### src/rtl/ssp_pkg.sv
// ssp_pkg -- definitions shared by the SSP (SPI) blocks.
//   ssp_state_t    : frame state of the responder (IDLE, LOAD, SHIFT)
//   SSP_DATA_W     : default frame width in bits
//   SSP_TX_DEFAULT : default byte returned when nothing has been queued
// Kept separate so a master-side SSP block can reuse the same definitions.
package ssp_pkg;

    typedef enum logic [1:0] {
        IDLE  = 2'd0,
        LOAD  = 2'd1,
        SHIFT = 2'd2
    } ssp_state_t;

    localparam int         SSP_DATA_W     = 8;
    localparam logic [7:0] SSP_TX_DEFAULT = 8'hFF;

endpackage

### src/rtl/ssp_sync_edge.sv
// ssp_sync_edge -- brings one asynchronous pin into the clk domain and
// flags its edges.
//   clk, rst_n : system clock, asynchronous active-low reset
//   i_async    : raw pin
//   o_level    : synchronised level (STAGES flops deep)
//   o_rise     : one-cycle pulse, synchronised level went 0 -> 1
//   o_fall     : one-cycle pulse, synchronised level went 1 -> 0
// All flops reset to RESET_VAL, the pin's idle level, so no edge is
// reported merely because reset was released.
module ssp_sync_edge #(
    parameter int   STAGES    = 2,
    parameter logic RESET_VAL = 1'b0
) (
    input  logic clk,
    input  logic rst_n,
    input  logic i_async,
    output logic o_level,
    output logic o_rise,
    output logic o_fall
);

    logic [STAGES-1:0] r_sync;
    logic [STAGES-1:0] w_sync_d;
    logic              r_prev;

    // Stage 0 takes the pin, every later stage takes its predecessor.
    assign w_sync_d[0] = i_async;
    generate
        for (genvar gi = 1; gi < STAGES; gi++) begin : g_chain
            assign w_sync_d[gi] = r_sync[gi-1];
        end
    endgenerate

    always_ff @(posedge clk or negedge rst_n) begin
        if (!rst_n) begin
            r_sync <= {STAGES{RESET_VAL}};
            r_prev <= RESET_VAL;
        end else begin
            r_sync <= w_sync_d;
            r_prev <= r_sync[STAGES-1];
        end
    end

    // Edges compare the synchronised level with one more registered copy.
    assign o_level = r_sync[STAGES-1];
    assign o_rise  =  r_sync[STAGES-1] & ~r_prev;
    assign o_fall  = ~r_sync[STAGES-1] &  r_prev;

endmodule

### src/rtl/ssp_slave.sv
// ssp_slave -- SPI mode-0 responder, fully oversampled in the clk domain.
//   clk, rst_n          : system clock (>= 8x spi_sclk), async active-low reset
//   spi_sclk/cs_n/mosi  : SPI pins from the master
//   spi_miso            : slave-out data, MSB first
//   spi_miso_oe         : high while selected (pad tri-state control)
//   tx_data/valid/ready : one-entry transmit buffer, accepted on valid & ready
//   rx_data, rx_valid   : last complete frame, one-cycle valid pulse
//   tx_underrun         : pulse when a frame starts with the buffer empty
//   busy                : frame state is not IDLE
module ssp_slave
    import ssp_pkg::*;
#(
    parameter int                DATA_W      = SSP_DATA_W,
    parameter int                SYNC_STAGES = 2,
    parameter logic [DATA_W-1:0] TX_DEFAULT  = DATA_W'(SSP_TX_DEFAULT)
) (
    input  logic              clk,
    input  logic              rst_n,
    input  logic              spi_sclk,
    input  logic              spi_cs_n,
    input  logic              spi_mosi,
    output logic              spi_miso,
    output logic              spi_miso_oe,
    input  logic [DATA_W-1:0] tx_data,
    input  logic              tx_valid,
    output logic              tx_ready,
    output logic [DATA_W-1:0] rx_data,
    output logic              rx_valid,
    output logic              tx_underrun,
    output logic              busy
);

    // One extra bit so the counter can hold DATA_W itself before clearing.
    localparam int CNT_W = $clog2(DATA_W) + 1;

    // Conditioned pins
    logic w_sclk_level, w_sclk_rise, w_sclk_fall;
    logic w_cs_level,   w_cs_rise,   w_cs_fall;
    logic w_mosi_level, w_mosi_rise, w_mosi_fall;
    logic w_unused;

    ssp_sync_edge #(.STAGES(SYNC_STAGES), .RESET_VAL(1'b0)) u_sync_sclk (
        .clk(clk), .rst_n(rst_n), .i_async(spi_sclk),
        .o_level(w_sclk_level), .o_rise(w_sclk_rise), .o_fall(w_sclk_fall)
    );
    ssp_sync_edge #(.STAGES(SYNC_STAGES), .RESET_VAL(1'b1)) u_sync_cs (
        .clk(clk), .rst_n(rst_n), .i_async(spi_cs_n),
        .o_level(w_cs_level), .o_rise(w_cs_rise), .o_fall(w_cs_fall)
    );
    ssp_sync_edge #(.STAGES(SYNC_STAGES), .RESET_VAL(1'b0)) u_sync_mosi (
        .clk(clk), .rst_n(rst_n), .i_async(spi_mosi),
        .o_level(w_mosi_level), .o_rise(w_mosi_rise), .o_fall(w_mosi_fall)
    );

    // Only edges of sclk/cs_n and the level of mosi matter here.
    assign w_unused = ^{w_sclk_level, w_cs_level, w_mosi_rise, w_mosi_fall};

    // Registers
    ssp_state_t          r_state, w_state_next;
    logic [DATA_W-1:0]   r_tx_buf;
    logic                r_buf_full;
    logic [DATA_W-1:0]   r_tx_shift;
    logic [DATA_W-1:0]   r_rx_shift;
    logic [CNT_W-1:0]    r_bit_cnt;
    logic                r_reload;
    logic                r_miso;
    logic                r_miso_oe;
    logic [DATA_W-1:0]   r_rx_data;
    logic                r_rx_valid;
    logic                r_tx_underrun;

    // FSM decode outputs
    logic w_do_load, w_do_shift, w_do_sample, w_abort;

    logic              w_tx_accept;
    logic [DATA_W-1:0] w_load_val;
    logic [DATA_W-1:0] w_rx_next;
    logic [CNT_W-1:0]  w_cnt_inc;
    logic              w_frame_done;

    assign w_tx_accept  = tx_valid & ~r_buf_full;
    // LOAD looks at the buffer as it was before any same-cycle write.
    assign w_load_val   = r_buf_full ? r_tx_buf : TX_DEFAULT;
    assign w_rx_next    = (r_rx_shift << 1) | DATA_W'(w_mosi_level);
    assign w_cnt_inc    = r_bit_cnt + CNT_W'(1);
    assign w_frame_done = (w_cnt_inc == CNT_W'(DATA_W));

    always_ff @(posedge clk or negedge rst_n) begin
        if (!rst_n) begin
            r_state <= IDLE;
        end else begin
            r_state <= w_state_next;
        end
    end

    always_comb begin
        w_state_next = r_state;
        w_do_load    = 1'b0;
        w_do_shift   = 1'b0;
        w_do_sample  = 1'b0;
        w_abort      = 1'b0;
        case (r_state)
            IDLE: begin
                if (w_cs_fall) begin
                    w_state_next = LOAD;
                end
            end
            LOAD: begin
                w_do_load    = 1'b1;
                w_state_next = SHIFT;
            end
            SHIFT: begin
                if (w_sclk_rise) begin
                    w_do_sample = 1'b1;
                end else if (w_sclk_fall) begin
                    // After a completed frame the falling edge starts the
                    // next frame instead of shifting out a stale bit.
                    if (r_reload) begin
                        w_do_load = 1'b1;
                    end else begin
                        w_do_shift = 1'b1;
                    end
                end
            end
            default: w_state_next = IDLE;
        endcase
        // Deselect overrides anything an sclk edge would have done.
        if (w_cs_rise) begin
            w_abort      = 1'b1;
            w_state_next = IDLE;
            w_do_load    = 1'b0;
            w_do_shift   = 1'b0;
            w_do_sample  = 1'b0;
        end
    end

    always_ff @(posedge clk or negedge rst_n) begin
        if (!rst_n) begin
            r_tx_buf      <= '0;
            r_buf_full    <= 1'b0;
            r_tx_shift    <= '0;
            r_rx_shift    <= '0;
            r_bit_cnt     <= '0;
            r_reload      <= 1'b0;
            r_miso        <= 1'b0;
            r_miso_oe     <= 1'b0;
            r_rx_data     <= '0;
            r_rx_valid    <= 1'b0;
            r_tx_underrun <= 1'b0;
        end else begin
            r_miso_oe     <= (w_state_next != IDLE);
            r_rx_valid    <= 1'b0;
            r_tx_underrun <= 1'b0;

            if (w_do_load && r_buf_full) begin
                r_buf_full <= 1'b0;
            end else if (w_tx_accept) begin
                r_tx_buf   <= tx_data;
                r_buf_full <= 1'b1;
            end

            if (w_do_load) begin
                r_tx_shift    <= w_load_val;
                r_miso        <= w_load_val[DATA_W-1];
                r_bit_cnt     <= '0;
                r_reload      <= 1'b0;
                r_tx_underrun <= ~r_buf_full;
            end

            if (w_do_shift) begin
                r_tx_shift <= r_tx_shift << 1;
                r_miso     <= r_tx_shift[DATA_W-2];
            end

            if (w_do_sample) begin
                r_rx_shift <= w_rx_next;
                if (w_frame_done) begin
                    r_rx_data  <= w_rx_next;
                    r_rx_valid <= 1'b1;
                    r_bit_cnt  <= '0;
                    r_reload   <= 1'b1;
                end else begin
                    r_bit_cnt <= w_cnt_inc;
                end
            end

            if (w_abort) begin
                r_bit_cnt <= '0;
                r_reload  <= 1'b0;
            end
        end
    end

    assign spi_miso    = r_miso;
    assign spi_miso_oe = r_miso_oe;
    assign tx_ready    = ~r_buf_full;
    assign rx_data     = r_rx_data;
    assign rx_valid    = r_rx_valid;
    assign tx_underrun = r_tx_underrun;
    assign busy        = (r_state != IDLE);

endmodule

### config.mk
export PLATFORM = sky130hd
export DESIGN_NAME = ssp_slave
export DESIGN_NICKNAME = d
export VERILOG_FILES = /design/src/rtl/ssp_pkg.sv /design/src/rtl/ssp_sync_edge.sv /design/src/rtl/ssp_slave.sv
export SDC_FILE = /design/constraint.sdc
export NUM_CORES = 1
export LEC_CHECK = 0
export CORE_ASPECT_RATIO = 1.1
export CORE_MARGIN = 5
export CORE_UTILIZATION = 25
export CTS_CLUSTER_DIAMETER = 30
export DETAILED_ROUTE_END_ITERATION = 10
export DONT_BUFFER_PORTS = 1
export PLACE_DENSITY_LB_ADDON = 0.12
export SETUP_SLACK_MARGIN = 0.2
export SLEW_MARGIN = 20
export SYNTH_ARGS = -nofsm -noshare
export SYNTH_HDL_FRONTEND = slang
export SYNTH_SLANG_ARGS = --single-unit
### constraint.sdc
create_clock -name clk -period 4.2 [get_ports clk]
set_input_delay 0.21 -clock clk [delete_from_list [all_inputs] [get_ports clk]]
set_output_delay 0.21 -clock clk [all_outputs]
set_load 0.1 [all_outputs]
# Word-level counts from Yosys, hierarchy flattened
# Cells that the tools add are included.
[totals]
register_bits = 50
in_bits = 14
word_cells = 77
[op_classes]
n_addsub = 1
n_eq_ne = 3
mux = 35
bitwise = 12
n_reduce_logical = 9
[ops]
columns = ["operator", "n"]
rows = [
  ["2-to-1 mux 1 bit", 24],
  ["2-to-1 mux 4 bit", 4],
  ["2-to-1 mux 7 bit", 2],
  ["2-to-1 mux 8 bit", 1],
  ["OR 8 x 1 -> 8 bit", 1],
  ["nonzero test 2 bit", 4],
  ["inverter 1 bit", 6],
  ["case mux 2 bit (3 select lines)", 1],
  ["bitwise AND 1 bit", 5],
  ["adder 4 x 1 -> 4 bit (second input constant)", 1],
  ["equality test 4 bit (second input constant)", 1],
  ["2-to-1 mux 2 bit", 2],
  ["AND reduction 2 bit", 2],
  ["nonzero test 3 bit", 1],
  ["equality test 2 x 1 -> 1 bit (second input constant)", 1],
  ["equality test 2 bit (second input constant)", 1],
  ["logical NOT 2 bit", 1],
  ["case mux 1 bit (2 select lines)", 1],
  ["logical AND 1 bit", 1],
]

# Depth between registers and ports, before layout
# Gate-level depths: netlist (run 1).
[logic_depth]
word_depth = 10
mapped_depth = 7
ltp_nobuf = 6

# Cells and area by module
# From an unflattened synthesis (run 1), not the netlist that was laid out.
[unflattened]
hier_cells = 179
area_unflattened_um2 = 2097.0
[modules_own_cells]
columns = ["module", "n_inst", "cells_per_inst", "area_each_um2", "seq_area_each_um2"]
rows = [
  ["ssp_slave", 1, 164, 1823.0, 1051.0],
  ["ssp_sync_edge (u_sync_mosi ...)", 2, 5, 90.1, 75.1],
  ["ssp_sync_edge (u_sync_cs)", 1, 5, 93.8, 78.8],
]

# Worst setup path before layout (run 1)
# OpenSTA, ideal clock, no wires.
[synth_path]
kind = "reg-to-reg"
start = "register r_state[0]"
end = "register r_reload"
setup_time_ns = 0.120
t_arrival_ns = 1.604
required_time_ns = 4.080
slack_ns = 2.476
stages_incl_launch_ff = 7
synth_period_minus_slack_ns = 1.724
cell_sequence = "dfrtp_1 > inv_1 > ha_1 > nand4b_2 > a211o_1 > buf_6 > a31o_2"
[synth_between]
elab_chain_cells = 7
[synth_rtl]
columns = ["item", "line_no", "source"]
rows = [
  ["from (decl)", "ssp_slave.sv:59", "ssp_state_t r_state, w_state_next;"],
  ["from (signal assigned)", "ssp_slave.sv:92", "r_state <= w_state_next;"],
  ["equality test 2 bit / equality test 2 x 1 -> 1 bit (equally long branches)", "ssp_slave.sv:102", "case (r_state)"],
  ["case mux 1 bit (2 select lines)", "ssp_slave.sv:102", ""],
  ["2-to-1 mux 1 bit", "ssp_slave.sv:128", "if (w_cs_rise) begin"],
  ["2-to-1 mux 1 bit", "ssp_slave.sv:162", "if (w_do_load) begin"],
  ["2-to-1 mux 1 bit", "ssp_slave.sv:177", "if (w_frame_done) begin"],
  ["2-to-1 mux 1 bit *", "ssp_slave.sv:175", "if (w_do_sample) begin"],
  ["2-to-1 mux 1 bit *", "ssp_slave.sv:187", "if (w_abort) begin"],
  ["to (signal assigned)", "ssp_slave.sv:166", "r_reload <= 1'b0;"],
  ["to (signal assigned)", "ssp_slave.sv:181", "r_reload <= 1'b1;"],
  ["to (signal assigned)", "ssp_slave.sv:189", "r_reload <= 1'b0;"],
  ["to (decl)", "ssp_slave.sv:65", "logic r_reload;"],
]
# Every way passes the cells marked *; elsewhere a longest branch is shown, timed or not.
# A chain may end at the register's enable or synchronous reset.

# Worst setup path after layout (run 1)
[layout_path]
start = "register r_state[0]"
end = "register r_rx_data[3], in the netlist rx_data[3]"
[layout_between]
elab_chain_cells = 4
[layout_rtl]
columns = ["item", "line_no", "source"]
rows = [
  ["equality test 2 bit", "ssp_slave.sv:102", ""],
  ["2-to-1 mux 1 bit", "ssp_slave.sv:102", ""],
  ["2-to-1 mux 1 bit", "ssp_slave.sv:128", ""],
  ["AND reduction 2 bit (no line)", "--", ""],
  ["to (signal assigned)", "ssp_slave.sv:178", "r_rx_data <= w_rx_next;"],
  ["to (decl)", "ssp_slave.sv:68", "logic [DATA_W-1:0] r_rx_data;"],
]
# Every way passes these cells.

==> flow_summary_export.csv, run 1 <==
group,metric,value,unit
outcome,status,"complete, no violations",
synthesis,synth_top_area_frac,0.565,
synthesis,synthesis.area,0.00208,mm^2
pwr,power.density,609,mW/mm^2
sta,drv_slew,0,
setup_path,crit_fanout,11,
setup_path,r2r-start,"r_state[0]",
layout,diodes,0,
die,fp.dieH,106,um
clock_tree,cts.clk_slew.worst_paths,0.09,ns
synthesis,synth_seq_area_share,0.603,
setup_path,rrSetupSlack,2.16,ns
pwr,p_sw,0.531,mW
layout,instances_no_fill,289,
global_route,grt_pass1_vias,1339,
clock_tree,h-tree-depth,2,
setup_path,max_stage_delay,0.49,ns
worst_hold_path,hold_depth,1,
worst_hold_path,hold_start,"tx_data[4]",
sta,timing.fmax,490,MHz
synthesis,synth-async-reset-ratio,1.00,
sta,tightestPinTransition,1.03,ns
clock_tree,post_cts_buffers,0,
setup_path,end_kind,"flop",
sta,finalCritPeriodShare,0.486,
setup_path,path_cells,"inv_1 > ha_1 > nand4b_4 > nor3_4 > mux2_2",
placed_design,dp_hpwl,2700,um
placed_design,post-place-ws,2.13,ns
setup_path,worst-r2r-cell-count,5,
clock_tree,post_cts_resized,0,
sta,setup_viol,0,
sta,finalSetupTns,0,ns
synthesis,synth_largest_area_cell,"dfrtp_1",
pwr,combPwrFrac,0.241,
drt,routed_wl,3950,um
synthesis,synth_ff_type,"dfrtp_1",
synthesis,avgSynthCellArea,12.2,um^2
worst_hold_path,hp-class,"in -> reg",
setup_path,crit_required,4.39,ns
drt,wl_per_cell,13.7,um
global_route,grt_pass1_wl,6930,um
global_route,antenna_found_initial,0,
synthesis,ys_warn_count,0,
layout,syn_to_final_growth,13.5,%
clock_tree,clock_latency,0.30,ns
die,dieArea,0.0102,mm^2
setup_path,crit_slowest_cell,"nor3_4",
worst_hold_path,min_to,"r_tx_buf[4]",
synthesis,synthTopCellsByArea,"dfrtp_1 57%, mux2_2 8.7%, nand2_1 5.6%",
flow_run,max-cap-violations,0,
die,ios,28,
pwr,switching_share,0.369,
die,rows,35,
drt,avgViaCountPerCell,4.22,
placed_design,gp_congestion,0.664,
global_route,grt_use_total,0.0841,
setup_path,critPathArrivalTime,2.23,ns
setup_path,crit_start,"r_state[0]",
sta,slew_headroom,0.307,
sta,hold_viol_final,0,
pwr,pwr-share-clk,0.231,
setup_path,start_kind,"flop",
pwr,p_int,0.908,mW
die,initial_core_util,0.253,
clock_tree,cts_tree,"yes",
sta,clock_skew,0.00481,ns
die,dieWidth,97.0,um
synthesis,ys_seq_elements,50,
placed_design,port_buffers,0,
pwr,p_leak,1.09,nW
drt,drtIter0Drc,19,
layout,final_cell_mix,"47 x dfrtp_1, 31 x nand2_1, 16 x mux2_2, 10 x nor2_1, 10 x nor3_1",
layout,layout-drive-gt1-share,0.191,
pwr,p_total,1.44,mW
sta,holdWs,0.0535,ns
clock_tree,cts-buffers-inserted,5,
placed_design,dp.cells,276,
synthesis,syn_nets,190,
pwr,peakVddDrop,0.286,mV
pwr,seq_power_share,0.527,
drt,vias,1220,
sta,fin_crit,2.04,ns
setup_path,worstSetupPathType,"reg -> reg",
clock_tree,clock_path_buffers,2,
synthesis,ys_types,36,
drt,first_pass_iters,4,
sta,setup_slack,2.16,ns
layout,layout_commonest_cell,"dfrtp_1",
global_route,grt_max_degree,51,
clock_tree,clock_sinks,50,
drt,antenna_left,0,
synthesis,synth_edf_count,0,
drt,drc,0,
die,core,0.00823,mm^2
synthesis,netlist_instances,171,
global_route,gr-total-overflow,0,
sta,grt_setup_unrepaired,"no",
clock_tree,cts_root_buf,"clkbuf_8",
setup_path,r2r_end,"rx_data[3]",
layout,nets,196,
## Yosys cell counts (2+ instances only)
cell type and instances:
nor3b_1 3, a211o_1 2, a21oi_1 3, nor3_1 10
mux2_2 16, nor2_1 10, nand2_1 31, dfstp_2 3
o31ai_1 7, ha_1 5, inv_1 6, dfrtp_1 47
clkbuf_1 4, a21o_1 2
## what timing repair did
action / in CTS / in global routing
hold buffers: 5 / 0
endpoints found under the setup margin: 0 / 0
hold endpoints to repair: 53 / 0
## layer usage
metal,global-route usage,share of wire
met5,0,0
met1,0.0993,0.44
met4,0.0361,0.019
met3,0.0311,0.050
met2,0.137,0.49
## worst max-delay path: cells and delay by family (launching register included)
kind | cells | cell delay [ns]
adders and majority gates | 1 | 0.28
buffers and inverters | 1 | 0.10
DFF | 1 | 0.43
muxes | 1 | 0.39
and+or+nand+nor | 2 | 0.73
## power groups by stage
stage	registers (mW)	logic (mW)	clock network, mW
after global placement	0.765	0.328	0
final	0.759	0.347	0.333
after floorplan	0.741	0.297	0
after CTS	0.762	0.357	0.350
after global routing	0.778	0.392	0.369
after detailed placement	0.771	0.340	0
## flip-flops by register name, indices dropped and copies added, names as in the netlist
name and cells:
r_tx_buf 8, rx_data 8, r_rx_shift 7, r_tx_shift 7, r_bit_cnt 4, r_state 2, u_sync_cs.r_sync 2, u_sync_mosi.r_sync 2
u_sync_sclk.r_sync 2, r_buf_full 1, r_reload 1, rx_valid 1, spi_miso 1, spi_miso_oe 1, tx_underrun 1, u_sync_cs.r_prev 1
u_sync_sclk.r_prev 1
## worst max-delay path by stage
stage,endpoint,slack [ns]
2_1_floorplan,r_reload,2.48
6_report,rx_data[3],2.16
5_1_grt,rx_data[3],1.98
3_3_place_gp,rx_data[0],2.19
3_5_place_dp,rx_data[1],2.13
4_1_cts,rx_data[3],2.12
## logic make-up (layout without fill, tap and decap cells)
| family | after synthesis | in the layout | synth area share |
|---|---|---|---|
| AND/OR/NAND/NOR | 65 | 65 | 0.167 |
| buffers and inverters | 13 | 20 | 0.0277 |
| flip-flops | 50 | 50 | 0.603 |
| multiplexers | 16 | 16 | 0.0866 |
| adder cells (fa/ha/maj) | 5 | 5 | 0.0301 |
| XOR/XNOR | 1 | 1 | 0.00421 |
| AO/OA/AOI/OAI | 21 | 21 | 0.0812 |
## metrics by stage
stage	area (um^2)	utilization
final	2360	0.287
after global routing	2360	0.287
after CTS	2360	0.287
after detailed placement	2190	0.266
after global placement	2190	0.266
after floorplan	2080	-
## layout make-up
| type | instances | area, um^2 |
|---|---|---|
| clock buffer | 7 | 76.3 |
| clock inverter | 1 | 30.0 |
| fill | 887 | 5870 |
| inverter | 7 | 26.3 |
| multi-input combinational | 108 | 768 |
| sequential | 50 | 1250 |
| tap | 111 | 139 |
| timing repair buffer | 5 | 67.6 |
Note: power is estimated with default switching activity, not from simulation.
==> run 2, diff against run 1 <==
- ABC_AREA: unset -> 1
- clock period: 4.2 -> 2 ns (I/O delays scaled with it)
==> flow_summary_export.csv, run 2 <==
group,metric,value,unit
clock_tree,post_cts_buffers,0,
pwr,p_int,1.98,mW
worst_hold_path,hold_start,"tx_valid",
global_route,grt_pass1_wl,7980,um
drt,vias,1596,
die,fp.dieH,108,um
setup_path,crit_top_cell,"inv_1",
die,initial_core_util,0.258,
pwr,switching_share,0.381,
sta,timing.fmax,622,MHz
global_route,grt_max_degree,51,
sta,finalCritPeriodShare,0.804,
global_route,grt_use_total,0.0915,
synthesis,synth_seq_area_share,0.575,
synthesis,synth_top_area_frac,0.539,
sta,finalSetupTns,0,ns
drt,avgViaCountPerCell,4.16,
pwr,p_sw,1.22,mW
placed_design,dp.cells,363,
setup_path,max_stage_delay,0.40,ns
global_route,gr-total-overflow,0,
sta,slew_headroom,0.623,
sta,tightestPinTransition,0.564,ns
synthesis,avgSynthCellArea,9.12,um^2
layout,fin_area,0.00269,mm^2
sta,setup_viol,0,
sta,clock_skew,0.00928,ns
pwr,peakVddDrop,0.328,mV
setup_path,crit_start,"r_state[0]",
die,core,0.00845,mm^2
clock_tree,clock_sinks,50,
sta,grt_setup_unrepaired,"no",
worst_hold_path,hold_depth,2,
clock_tree,cts_tree,"yes",
sta,fin_crit,1.61,ns
clock_tree,cts-buffers-inserted,5,
layout,layout-drive-gt1-share,0.187,
global_route,grt_pass1_vias,1716,
flow_run,max-cap-violations,0,
setup_path,worst-r2r-cell-count,8,
die,dieWidth,99.1,um
drt,antenna_left,0,
clock_tree,clock_latency,0.30,ns
die,dieArea,0.0107,mm^2
outcome,status,"complete, no violations",
setup_path,critPathArrivalTime,1.80,ns
synthesis,synth-async-reset-ratio,1.00,
setup_path,crit_required,2.19,ns
setup_path,path_cells,"inv_1 > ha_1 > inv_1 > nor2_2 > nand2_2 > buf_4 > nand3_1 > o21ai_2",
placed_design,port_buffers,0,
drt,wl_per_cell,12.0,um
synthesis,netlist_instances,239,
setup_path,start_kind,"flop",
clock_tree,cts.clk_slew.worst_paths,0.09,ns
setup_path,crit_slowest_cell,"dfrtp_1",
placed_design,gp_congestion,0.754,
drt,drc,0,
pwr,seq_power_share,0.441,
setup_path,crit_fanout,10,
clock_tree,clock_path_buffers,2,
sta,holdWs,0.0935,ns
synthesis,synthTopCellsByArea,"dfrtp_1 54%, nand2_1 16%, nand3_1 6.0%",
synthesis,ys_warn_count,0,
layout,nets,291,
pwr,power.density,1190,mW/mm^2
drt,routed_wl,4610,um
synthesis,ys_seq_elements,50,
setup_path,critPathTopFamily,"simple AND/OR/NAND/NOR gates",
synthesis,synth_largest_area_cell,"dfrtp_1",
drt,first_pass_iters,4,
synthesis,synth_common_cells,"91 x nand2_1, 47 x dfrtp_1, 26 x nand3_1, 18 x inv_1, 11 x nor2_1",
setup_path,critPathBufInv,3,
sta,drv_slew,0,
synthesis,synth_edf_count,0,
layout,diodes,0,
setup_path,worstSetupPathType,"reg -> reg",
layout,final_cell_mix,"89 x nand2_1, 46 x dfrtp_1, 26 x nand3_1, 18 x buf_4, 17 x inv_1",
layout,instances_no_fill,384,
sta,hold_viol_final,0,
pwr,combPwrFrac,0.342,
synthesis,syn_nets,258,
setup_path,crit_cells,8,
synthesis,synth_ff_type,"dfrtp_1",
synthesis,ys_types,24,
pwr,p_leak,1.42,nW
placed_design,place_area,0.00242,mm^2
layout,postLayoutCoreUtil,0.318,
pwr,pwr-share-clk,0.217,
drt,drtIter0Drc,23,
layout,layout_commonest_cell,"nand2_1",
clock_tree,h-tree-depth,2,
layout,syn_to_final_growth,23.2,%
global_route,antenna_found_initial,0,
worst_hold_path,hp-class,"in -> reg",
synthesis,synth.most_common_cell,"nand2_1",
setup_path,r2r-start,"r_state[0]",
synthesis,synthesis.area,0.00218,mm^2
setup_path,end_kind,"flop",
clock_tree,cts_root_buf,"clkbuf_8",
die,rows,35,
placed_design,dp_hpwl,3150,um
die,ios,28,
[run 2: what timing repair did]
item,4_1_cts,5_1_grt
setup endpoints to repair,0,10
resized for setup,0,2
endpoints found under the hold margin,61,0
hold buffers,13,0
[run 2: kinds of logic after synthesis]
group / Yosys count / synth area share
muxes: 4 / 0.0207
adders and majority gates: 5 / 0.0287
DFF: 50 / 0.575
AOI/OAI and AO/OA: 9 / 0.0224
and+or+nand+nor: 147 / 0.303
buffers and inverters: 24 / 0.0499
[run 2: cell type report]
cell class / instances / area, um^2
fillers: 910 / 5770
multi-input cells: 165 / 825
clock buffers: 5 / 68.8
repair buffers: 31 / 283
well taps: 111 / 139
clock inverters: 3 / 40.0
flip-flops and latches: 50 / 1260
inverters: 19 / 75.1
[run 2: power groups by stage]
stage / combinational, mW / sequential (mW) / clock, mW
after CTS: 1.11 / 1.41 / 0.742
after global placement: 1.06 / 1.43 / 0
after global routing: 1.21 / 1.44 / 0.781
after floorplan: 0.719 / 1.54 / 0
after detailed placement: 1.06 / 1.43 / 0
final: 1.09 / 1.41 / 0.696
[run 2: worst paths after layout]
| kind | endpoint | slack [ns] |
|---|---|---|
| setup / recovery | r_tx_shift[0] | 0.39 |
| hold / removal | r_buf_full | 0.09 |
| setup reg to reg | r_tx_shift[0] | 0.39 |
| hold reg to reg | u_sync_mosi.r_sync[1] | 0.36 |
| max in group asynchronous | u_sync_cs.r_sync[0] | 1.42 |
| min in group asynchronous | spi_miso_oe | 0.31 |
[run 2: per-layer routing]
layer | share of wire | global-route usage | up-vias
li1 | - | - | 824
met1 | 0.46 | 0.111 | 744
met2 | 0.49 | 0.160 | 24
met3 | 0.045 | 0.0226 | 4
met4 | 0.0085 | 0.0263 | 0
met5 | 0 | 0 | -
[run 2: metrics by stage]
| step | setup slack, ns | power [mW] |
|---|---|---|
| 3_3_place_gp | 0.320 | 2.49 |
| 4_1_cts | 0.245 | 3.27 |
| 3_5_place_dp | 0.252 | 2.50 |
| 2_1_floorplan | 0.238 | 2.26 |
| 5_1_grt | 0.220 | 3.43 |
| 6_report | 0.393 | 3.20 |
==> run 3, diff against run 2 <==
- clock period: 2 -> 1.64 ns (I/O delays scaled with it)
==> flow_summary_export.csv, run 3 (same netlist as run 2, synthesis figures left out) <==
group,metric,value,unit
layout,instances_no_fill,404,
setup_path,max_stage_delay,0.40,ns
clock_tree,h-tree-depth,2,
setup_path,r2r-start,"r_state[0]",
setup_path,start_kind,"flop",
drt,drc,0,
pwr,p_sw,1.59,mW
pwr,power.density,1370,mW/mm^2
pwr,pwr-share-clk,0.187,
die,fp.dieH,108,um
layout,syn_to_final_growth,36.3,%
setup_path,path_cells,"inv_2 > ha_4 > nand2_4 > nor2_4 > buf_6 > nand3_4 > buf_4 > inv_1",
sta,grt_setup_unrepaired,"yes",
sta,fin_crit,1.41,ns
setup_path,rrSetupSlack,0.23,ns
die,initial_core_util,0.258,
outcome,status,"complete, no violations",
setup_path,crit_slowest_cell,"dfrtp_1",
placed_design,port_buffers,0,
drt,drtIter0Drc,72,
sta,hold_viol_final,0,
setup_path,crit_fanout,5,
setup_path,critPathArrivalTime,1.65,ns
sta,clock_skew,0.00637,ns
pwr,combPwrFrac,0.390,
die,ios,28,
layout,diodes,0,
die,dieArea,0.0107,mm^2
clock_tree,cts-buffers-inserted,5,
setup_path,worst-r2r-cell-count,8,
die,dieWidth,99.1,um
clock_tree,cts_tree,"yes",
layout,layout_commonest_cell,"nand2_1",
global_route,grt_use_total,0.0935,
setup_path,end_kind,"flop",
drt,routed_wl,4930,um
die,rows,35,
pwr,peakVddDrop,0.446,mV
drt,vias,1719,
drt,antenna_left,0,
drt,avgViaCountPerCell,4.25,
setup_path,r2r_end,"rx_valid",
pwr,p_leak,1.55,nW
drt,wl_per_cell,12.2,um
placed_design,gp_congestion,0.742,
clock_tree,clock_sinks,50,
clock_tree,clock_path_buffers,2,
clock_tree,cts.clk_slew.worst_paths,0.09,ns
flow_run,max-cap-violations,0,
layout,nets,311,
sta,finalCritPeriodShare,0.857,
sta,drv_slew,0,
global_route,gr-total-overflow,0,
die,core,0.00845,mm^2
clock_tree,clock_latency,0.30,ns
pwr,seq_power_share,0.423,
pwr,switching_share,0.391,
setup_path,crit_required,1.89,ns
layout,layout-drive-gt1-share,0.280,
layout,final_cell_mix,"80 x nand2_1, 46 x dfrtp_1, 28 x buf_4, 26 x nand3_1, 15 x inv_1",
sta,timing.fmax,711,MHz
worst_hold_path,hp-class,"in -> async",
sta,slew_headroom,0.819,
placed_design,dp.cells,367,
sta,finalSetupTns,0,ns
sta,setup_viol,0,
drt,first_pass_iters,4,
pwr,p_int,2.48,mW
global_route,grt_pass1_wl,8110,um
sta,tightestPinTransition,0.271,ns
placed_design,dp_hpwl,3180,um
global_route,grt_max_degree,51,
clock_tree,cts_root_buf,"clkbuf_8",
setup_path,worstSetupPathType,"reg -> reg",
global_route,antenna_found_initial,0,
global_route,grt_pass1_vias,1700,
==> run 3: changes by cell type in the layout (fill, tap and decap cells not counted), moves of 2 or more <==
| cell | delta |
|---|---|
| mux2_4 | +2 |
| inv_2 | +2 |
| buf_4 | +10 |
| nand2_4 | +3 |
| nand2_2 | +5 |
| buf_12 | +2 |
| mux2_2 | -2 |
| inv_1 | -2 |
| nand2_1 | -9 |
| buf_6 | +5 |
==> run 3: cell type report <==
type / count / area [um^2]
timing repair buffer: 50 / 489
sequential: 50 / 1260
inverter: 19 / 75.1
multi-input combinational: 166 / 921
clock buffer: 7 / 86.3
tap: 111 / 139
fill: 871 / 5480
clock inverter: 1 / 5.00
==> run 3: per-layer routing <==
| layer | share of wire | global-route usage | vias up |
|---|---|---|---|
| li1 | - | - | 867 |
| met1 | 0.48 | 0.119 | 821 |
| met2 | 0.48 | 0.156 | 26 |
| met3 | 0.030 | 0.0213 | 5 |
| met4 | 0.012 | 0.0322 | 0 |
| met5 | 0 | 0 | - |
==> run 3: critical path: cells and delay by family (launching register included) <==
kind / cells / cell delay (ns)
buffers and inverters: 4 / 0.43
flip-flops: 1 / 0.40
adder cells (fa/ha/maj): 1 / 0.18
AND/OR/NAND/NOR: 3 / 0.35
==> run 3: repair_timing <==
action	4_1_cts	5_1_grt
endpoints found under the hold margin	62	0
pin swaps	2	12
gates resized for setup	10	20
gates cloned	0	2
hold buffers	14	0
endpoints found under the setup margin	27	31
buffers inserted	3	10
==> run 3: metrics by stage <==
| stage | power, mW | hold slack, ns | utilization | area (um^2) | setup WS, ns |
|---|---|---|---|---|---|
| after floorplan | 2.79 | -0.214 | - | 2200 | -0.0633 |
| after global placement | 3.09 | -0.212 | 0.292 | 2470 | 0.0281 |
| after detailed placement | 3.10 | -0.212 | 0.292 | 2470 | 0.0288 |
| after CTS | 4.04 | 0.285 | 0.331 | 2800 | 0.200 |
| after global routing | 4.36 | 0.298 | 0.352 | 2970 | 0.141 |
| final | 4.07 | 0.268 | 0.352 | 2970 | 0.234 |
==> run 3: worst max path at each step <==
stage / to / slack (ns) / startpoint
finish: rx_valid / 0.23 / r_state[0]
global route: r_bit_cnt[0] / 0.14 / r_state[1]
CTS: r_tx_shift[4] / 0.20 / r_state[1]
detailed placement: r_tx_shift[4] / 0.03 / r_state[0]
global placement: spi_miso / 0.03 / r_state[0]
floorplan: r_tx_buf[3] / -0.06 / r_buf_full
==> run 3: power by group through the flow <==
stage / Sequential [mW] / Clock, mW / Combinational [mW]
finish: 1.72 / 0.760 / 1.59
global route: 1.76 / 0.841 / 1.76
CTS: 1.72 / 0.788 / 1.53
detailed placement: 1.74 / 0 / 1.36
global placement: 1.74 / 0 / 1.35
floorplan: 1.88 / 0 / 0.908
